<file path="src/rtl/softplus_arbiter.sv">
// Round-robin front end that time-shares one combinational Softplus datapath
// between NUM_REQ requesters, with operand and result register stages.
module softplus_arbiter #(
    parameter int NUM_REQ = 4,
    parameter int ID_W    = 2,
    parameter int CNT_W   = 16
) (
    input  logic                  clk,
    input  logic                  rst_n,
    input  logic [NUM_REQ-1:0]    req_valid,
    input  logic [32*NUM_REQ-1:0] req_data,
    output logic [NUM_REQ-1:0]    req_ready,
    output logic                  resp_valid,
    output logic [ID_W-1:0]       resp_id,
    output logic [31:0]           resp_data,
    input  logic                  resp_ready,
    output logic                  busy,
    output logic [CNT_W-1:0]      done_count
);

    logic [ID_W-1:0] rr_ptr;
    logic            s1_v;
    logic [ID_W-1:0] s1_id;
    logic [31:0]     s1_data;
    logic            s2_v;
    logic [ID_W-1:0] s2_id;
    logic [31:0]     s2_data;

    logic            s1_free;
    logic            s2_free;
    logic            any_valid;
    logic            accept;
    logic            found;
    logic [ID_W:0]   idx;
    logic [ID_W-1:0] grant_id;
    logic [31:0]     req_word [NUM_REQ];
    logic [31:0]     op_sel;
    logic [31:0]     sp_result;

    assign s2_free   = !s2_v || resp_ready;
    assign s1_free   = !s1_v || s2_free;
    assign any_valid = |req_valid;
    assign accept    = any_valid && s1_free;

    for (genvar gi = 0; gi < NUM_REQ; gi++) begin : g_req
        assign req_word[gi]  = req_data[32*gi +: 32];
        assign req_ready[gi] = rst_n && accept && (grant_id == ID_W'(gi));
    end

    // First valid requester at or after rr_ptr, wrapping at NUM_REQ.
    always_comb begin
        found    = 1'b0;
        grant_id = '0;
        idx      = '0;
        for (int k = 0; k < NUM_REQ; k++) begin
            idx = {1'b0, rr_ptr} + (ID_W+1)'(k);
            if (idx >= (ID_W+1)'(NUM_REQ)) begin
                idx = idx - (ID_W+1)'(NUM_REQ);
            end
            if (!found && req_valid[idx[ID_W-1:0]]) begin
                found    = 1'b1;
                grant_id = idx[ID_W-1:0];
            end
        end
    end

    assign op_sel = req_word[grant_id];

    // Softplus sampled every 0.25 over [-2, 3], unsigned Q2.16.
    function automatic logic [17:0] sp_lut(input logic [4:0] k);
        case (k)
            5'd0:    sp_lut = 18'd8318;
            5'd1:    sp_lut = 18'd10501;
            5'd2:    sp_lut = 18'd13200;
            5'd3:    sp_lut = 18'd16510;
            5'd4:    sp_lut = 18'd20530;
            5'd5:    sp_lut = 18'd25354;
            5'd6:    sp_lut = 18'd31069;
            5'd7:    sp_lut = 18'd37745;
            5'd8:    sp_lut = 18'd45426;
            5'd9:    sp_lut = 18'd54130;
            5'd10:   sp_lut = 18'd63837;
            5'd11:   sp_lut = 18'd74506;
            5'd12:   sp_lut = 18'd86066;
            5'd13:   sp_lut = 18'd98430;
            5'd14:   sp_lut = 18'd111504;
            5'd15:   sp_lut = 18'd125189;
            5'd16:   sp_lut = 18'd139390;
            5'd17:   sp_lut = 18'd154023;
            5'd18:   sp_lut = 18'd169010;
            5'd19:   sp_lut = 18'd184285;
            default: sp_lut = 18'd199792;
        endcase
    endfunction

    logic        x_sgn;
    logic [7:0]  x_exp;
    logic [23:0] x_man;
    logic        x_nan;
    logic        x_gt3;
    logic        x_ltm2;
    logic [7:0]  shamt;
    logic [18:0] mag;
    logic [18:0] u_pos;
    logic [4:0]  seg;
    logic [4:0]  seg_next;
    logic [13:0] frac;
    logic [17:0] t0;
    logic [17:0] t1;
    logic [13:0] diff;
    logic [27:0] prod;
    logic [17:0] y;
    logic [4:0]  lead;
    logic [23:0] norm;
    logic [31:0] approx;

    assign x_sgn  = s1_data[31];
    assign x_exp  = s1_data[30:23];
    assign x_man  = {1'b1, s1_data[22:0]};
    assign x_nan  = (x_exp == 8'hFF) && (s1_data[22:0] != 23'd0);
    assign x_gt3  = !x_sgn && (s1_data[30:0] > 31'h4040_0000) && !x_nan;
    assign x_ltm2 = x_sgn && (s1_data[30:0] > 31'h4000_0000) && !x_nan;
    assign shamt  = 8'd134 - x_exp;

    always_comb begin
        mag = '0;
        if (x_exp >= 8'd111 && x_exp <= 8'd133) begin
            mag = 19'(x_man >> shamt);
        end
    end

    // Offset by +2.0 so the segment index is a plain bit slice.
    assign u_pos    = x_sgn ? (19'd131072 - mag) : (19'd131072 + mag);
    assign seg      = u_pos[18:14];
    assign frac     = u_pos[13:0];
    assign seg_next = (seg >= 5'd20) ? 5'd20 : seg + 5'd1;
    assign t0       = sp_lut(seg);
    assign t1       = sp_lut(seg_next);
    assign diff     = 14'(t1 - t0);
    assign prod     = diff * frac;
    assign y        = t0 + 18'(prod >> 14);

    always_comb begin
        lead = '0;
        for (int b = 0; b < 18; b++) begin
            if (y[b]) begin
                lead = 5'(b);
            end
        end
    end

    assign norm   = {y, 6'd0} << (5'd17 - lead);
    assign approx = {1'b0, 8'(lead) + 8'd111, 23'(norm)};

    always_comb begin
        sp_result = approx;
        if (x_nan) begin
            sp_result = 32'h7FC0_0000;
        end else if (x_gt3) begin
            sp_result = s1_data;
        end else if (x_ltm2) begin
            sp_result = 32'h0000_0000;
        end
    end

    always_ff @(posedge clk or negedge rst_n) begin
        if (!rst_n) begin
            rr_ptr     <= '0;
            s1_v       <= 1'b0;
            s1_id      <= '0;
            s1_data    <= '0;
            s2_v       <= 1'b0;
            s2_id      <= '0;
            s2_data    <= '0;
            done_count <= '0;
        end else begin
            if (accept) begin
                s1_id   <= grant_id;
                s1_data <= op_sel;
                if (grant_id == ID_W'(NUM_REQ - 1)) begin
                    rr_ptr <= '0;
                end else begin
                    rr_ptr <= grant_id + 1'b1;
                end
            end
            if (s1_free) begin
                s1_v <= accept;
            end
            if (s2_free) begin
                s2_v <= s1_v;
                if (s1_v) begin
                    s2_id   <= s1_id;
                    s2_data <= sp_result;
                end
            end
            if (s2_v && resp_ready) begin
                done_count <= done_count + 1'b1;
            end
        end
    end

    assign resp_valid = s2_v;
    assign resp_id    = s2_id;
    assign resp_data  = s2_data;
    assign busy       = s1_v || s2_v;

endmodule

</file>
<file path="config.mk">
export PLATFORM = sky130hd
export DESIGN_NAME = softplus_arbiter
export DESIGN_NICKNAME = d
export VERILOG_FILES = /design/src/rtl/softplus_arbiter.sv
export SDC_FILE = /design/constraint.sdc
export NUM_CORES = 1
export LEC_CHECK = 0
export CORE_MARGIN = 2
export CORE_UTILIZATION = 30
export CTS_CLUSTER_DIAMETER = 80
export DETAILED_ROUTE_END_ITERATION = 12
export SLEW_MARGIN = 20
export SYNTH_ARGS = -nofsm -noshare
export SYNTH_HDL_FRONTEND = slang
export SYNTH_SLANG_ARGS = --single-unit
</file>
<file path="constraint.sdc">
create_clock -name clk -period 22.9 [get_ports clk]
set_input_delay 4.58 -clock clk [delete_from_list [all_inputs] [get_ports clk]]
set_output_delay 4.58 -clock clk [all_outputs]
set_load 0.05 [all_outputs]
</file>
==> results of run 1 <==
==> sequential cells by signal (all words and copies together), names as in the netlist <==
name and count:
s1_data 32, done_count 16, resp_id 2, rr_ptr 2, s1_v 1, s1_id 2
resp_valid 1, resp_data 32
==> routing by layer <==
metal  wire (um)  GRT usage (%)  up-vias  share of wire, %
met4        1120           5.02        0               1.9
met1       24200           24.7     7873                42
met5           0              0        -                 0
met3        3840           2.83       77               6.7
met2       28300           33.9      604                49
li1            -              -     7736                 -
==> worst max path at each step <==
stage | startpoint | end | slack, ns
5_1_grt | s1_data[23] | resp_data[19] | 1.09
2_1_floorplan | s1_data[23] | resp_data[22] | 5.68
4_1_cts | s1_data[23] | resp_data[19] | 2.58
3_3_place_gp | s1_data[23] | resp_data[19] | 3.06
3_5_place_dp | s1_data[23] | resp_data[19] | 2.66
6_report | s1_data[23] | resp_data[19] | 2.49
==> per-stage QoR <==
stage | cells | worst slack [ns] | area [sq um] | hold slack [ns]
2_1_floorplan | 2188 | 5.68 | 17100 | 0.439
3_3_place_gp | 3066 | 3.06 | 19800 | 0.464
3_5_place_dp | 3066 | 2.66 | 19800 | 0.471
4_1_cts | 3082 | 2.58 | 20100 | 0.486
5_1_grt | 3082 | 1.09 | 20100 | 0.522
6_report | 3082 | 2.49 | 20100 | 0.479
==> final cells by class <==
cell class / count / area (sq um)
flip-flops and latches: 88 / 2200
clock buffers: 9 / 225
well taps: 756 / 946
repair buffers: 234 / 2230
fillers: 6002 / 36300
inverters: 219 / 822
clock inverters: 7 / 78.8
multi-input cells: 1769 / 13600
==> cells by family (layout without fill, tap and decap cells) <==
logic type / after synthesis / in the layout / synth area share (%)
buf+inv: 331 / 469 / 8.00
mux: 71 / 71 / 5.38
fa+ha+maj: 291 / 291 / 27.6
compound gates: 462 / 462 / 18.2
simple gates: 848 / 848 / 22.8
xor+xnor: 97 / 97 / 5.15
flops: 88 / 88 / 12.9
==> cell usage in the layout, fill, tap and decap left out, types with 10 or more instances in the layout <==
master	instances
mux2i_1	39
o21ai_0	141
nor4_1	16
o22ai_1	10
a31oi_1	27
inv_1	215
fa_1	142
a21o_1	32
o21a_1	16
nand2b_1	32
and2_1	20
nor2_1	236
o31ai_1	11
nor2b_1	21
mux4_2	14
ha_1	149
a21oi_1	85
and3_1	18
o211ai_1	19
buf_4	45
a221oi_1	12
clkdlybuf4s50_1	189
xor2_1	33
nand3_1	76
dfrtp_1	87
mux2_2	14
nand2_1	325
nand4_1	22
xnor2_1	56
nor3_1	31
==> worst register-to-register path: cells and delay by family, from the launching register on <==
family | cells | cell delay, ns
multiplexers | 2 | 0.91
AO/OA/AOI/OAI | 29 | 6.59
buffers and inverters | 8 | 1.53
flip-flops | 1 | 0.97
adder cells (fa/ha/maj) | 12 | 5.06
XOR/XNOR | 4 | 1.77
AND/OR/NAND/NOR | 18 | 3.47
==> flow_summary.yaml, run 1 <==
synth:
  synthTopCellsByCount: "nand2_1 (325), nor2_1 (236), inv_1 (216)"
  synth.top_cell.area_share_pct: 16.6
  synth_edf_count: 0
  ys.flop_type: "dfrtp_1"
  netlist_area_sq_mm: 0.0171
  yosys_warnings: 0
  synth_area_leaders: "fa_1 (17%), dfrtp_1 (13%), ha_1 (11%), nand2_1 (7.1%), nor2_1 (5.2%)"
  synth_seq_area_share_pct: 12.9
  avgSynthCellArea_sq_um: 7.80
  synth_fp_nets: 2614
  synth_seq_cells: 88
  synth_most_common_cell: "nand2_1"
  synthCells: 2188
  async_flop_share_pct: 100
  ys_types: 105
  yosysTopAreaCell: "fa_1"
clocking:
  cts_tree: "done"
  htree_levels: 3
  cts_sinks: 88
  cts.reportedPaths.clkPinSlew_ns: 0.07
  numCtsBuffers: 9
  post_cts_buffers: 0
  cts_resized: 0
  cts_hold_buffers: 0
  cts-root-buf: "clkbuf_16"
  clkLatencyLatePin_ns: 0.36
  clockBufferDepth: 2
flow_run:
  max-cap-violations: 0
cells_and_area:
  final_nets: 2747
  final_util_pct: 35.6
  syn_to_final_growth_pct: 17.6
  drive_gt1_share_pct: 6.58
  antenna_cells: 0
floorplan:
  fp-row-count: 87
  die_w_um: 243
  dieArea_sq_mm: 0.0588
  coreArea_sq_mm: 0.0564
  die_h_um: 243
  start_util_pct: 30.3
  io_pins: 191
grt:
  grt_max_degree: 68
  track_usage_pct: 19.3
  grt_pass1_vias: 16595
  gr-total-overflow: 0
  antenna_found_initial: 0
  grt_pass1_wl_mm: 91.8
setup_path:
  cp_num_buf_inv: 8
  reg2reg_depth: 73
  crit_type: "flip-flop to flip-flop"
  path_delay_family: "compound AO/OA/AOI/OAI gates"
  critPathSlowestCell: "dfrtp_2"
  critPathMaxFanout: 42
  crit_required_ns: 23.16
  worstReg2RegEnd: "resp_data[19]"
  worstReg2RegStart: "s1_data[23]"
  worstPathArrival_ns: 20.67
  crit_cells: 73
  rrSetupSlack_ns: 2.49
  start_kind: "flip-flop"
  slowest_delay_ns: 0.97
  critPathCaptureType: "flip-flop"
timing:
  drv_slew: 0
  period_needed_ns: 20.41
  final-hold-violation-count: 0
  finalClockSkew_ns: 0.0126
  rsz0062_at_grt: "false"
  maxSlewHeadroom_pct: 29.7
  tightest_slew_ns: 1.05
  max_freq_ghz: 0.0490
  setup-violations-final: 0
  final.setup.tns_ns: 0
  fin_crit_sh_pct: 89.1
placed_design:
  dpl.hpwl_mm: 46.1
  io_buffers: 190
  place.gp.congestion: 0.923
routing:
  postRouteAntennaNets: 0
  dr.pass1.iters: 8
  wl_mm: 57.5
  wl_per_cell_um: 18.7
  drc: 0
  initialDrtViolationCount: 1167
  vias_per_cell: 5.29
  num_vias: 16290
min_path:
  min_to: "resp_id[0]"
  worstHoldStart: "s1_id[0]"
  min_path_type: "flip-flop to flip-flop"
  hold_path_depth: 2
status:
  status: "completed"
Power of run 1 is not shown: default switching activity piles up to over one toggle a cycle in this logic, so the estimate is an artifact.
==> run 2, diff against run 1 <==
--- a/config.mk
+++ b/config.mk
@@ -9,6 +9,7 @@
 export CORE_UTILIZATION = 30
 export CTS_CLUSTER_DIAMETER = 80
 export DETAILED_ROUTE_END_ITERATION = 12
+export SETUP_SLACK_MARGIN = 0.5
 export SLEW_MARGIN = 20
 export SYNTH_ARGS = -nofsm -noshare
 export SYNTH_HDL_FRONTEND = slang
==> results of run 2 <==
The final DEF is identical to that of run 1; final timing and power are the same.
Power of run 2 is left out for the same reason.
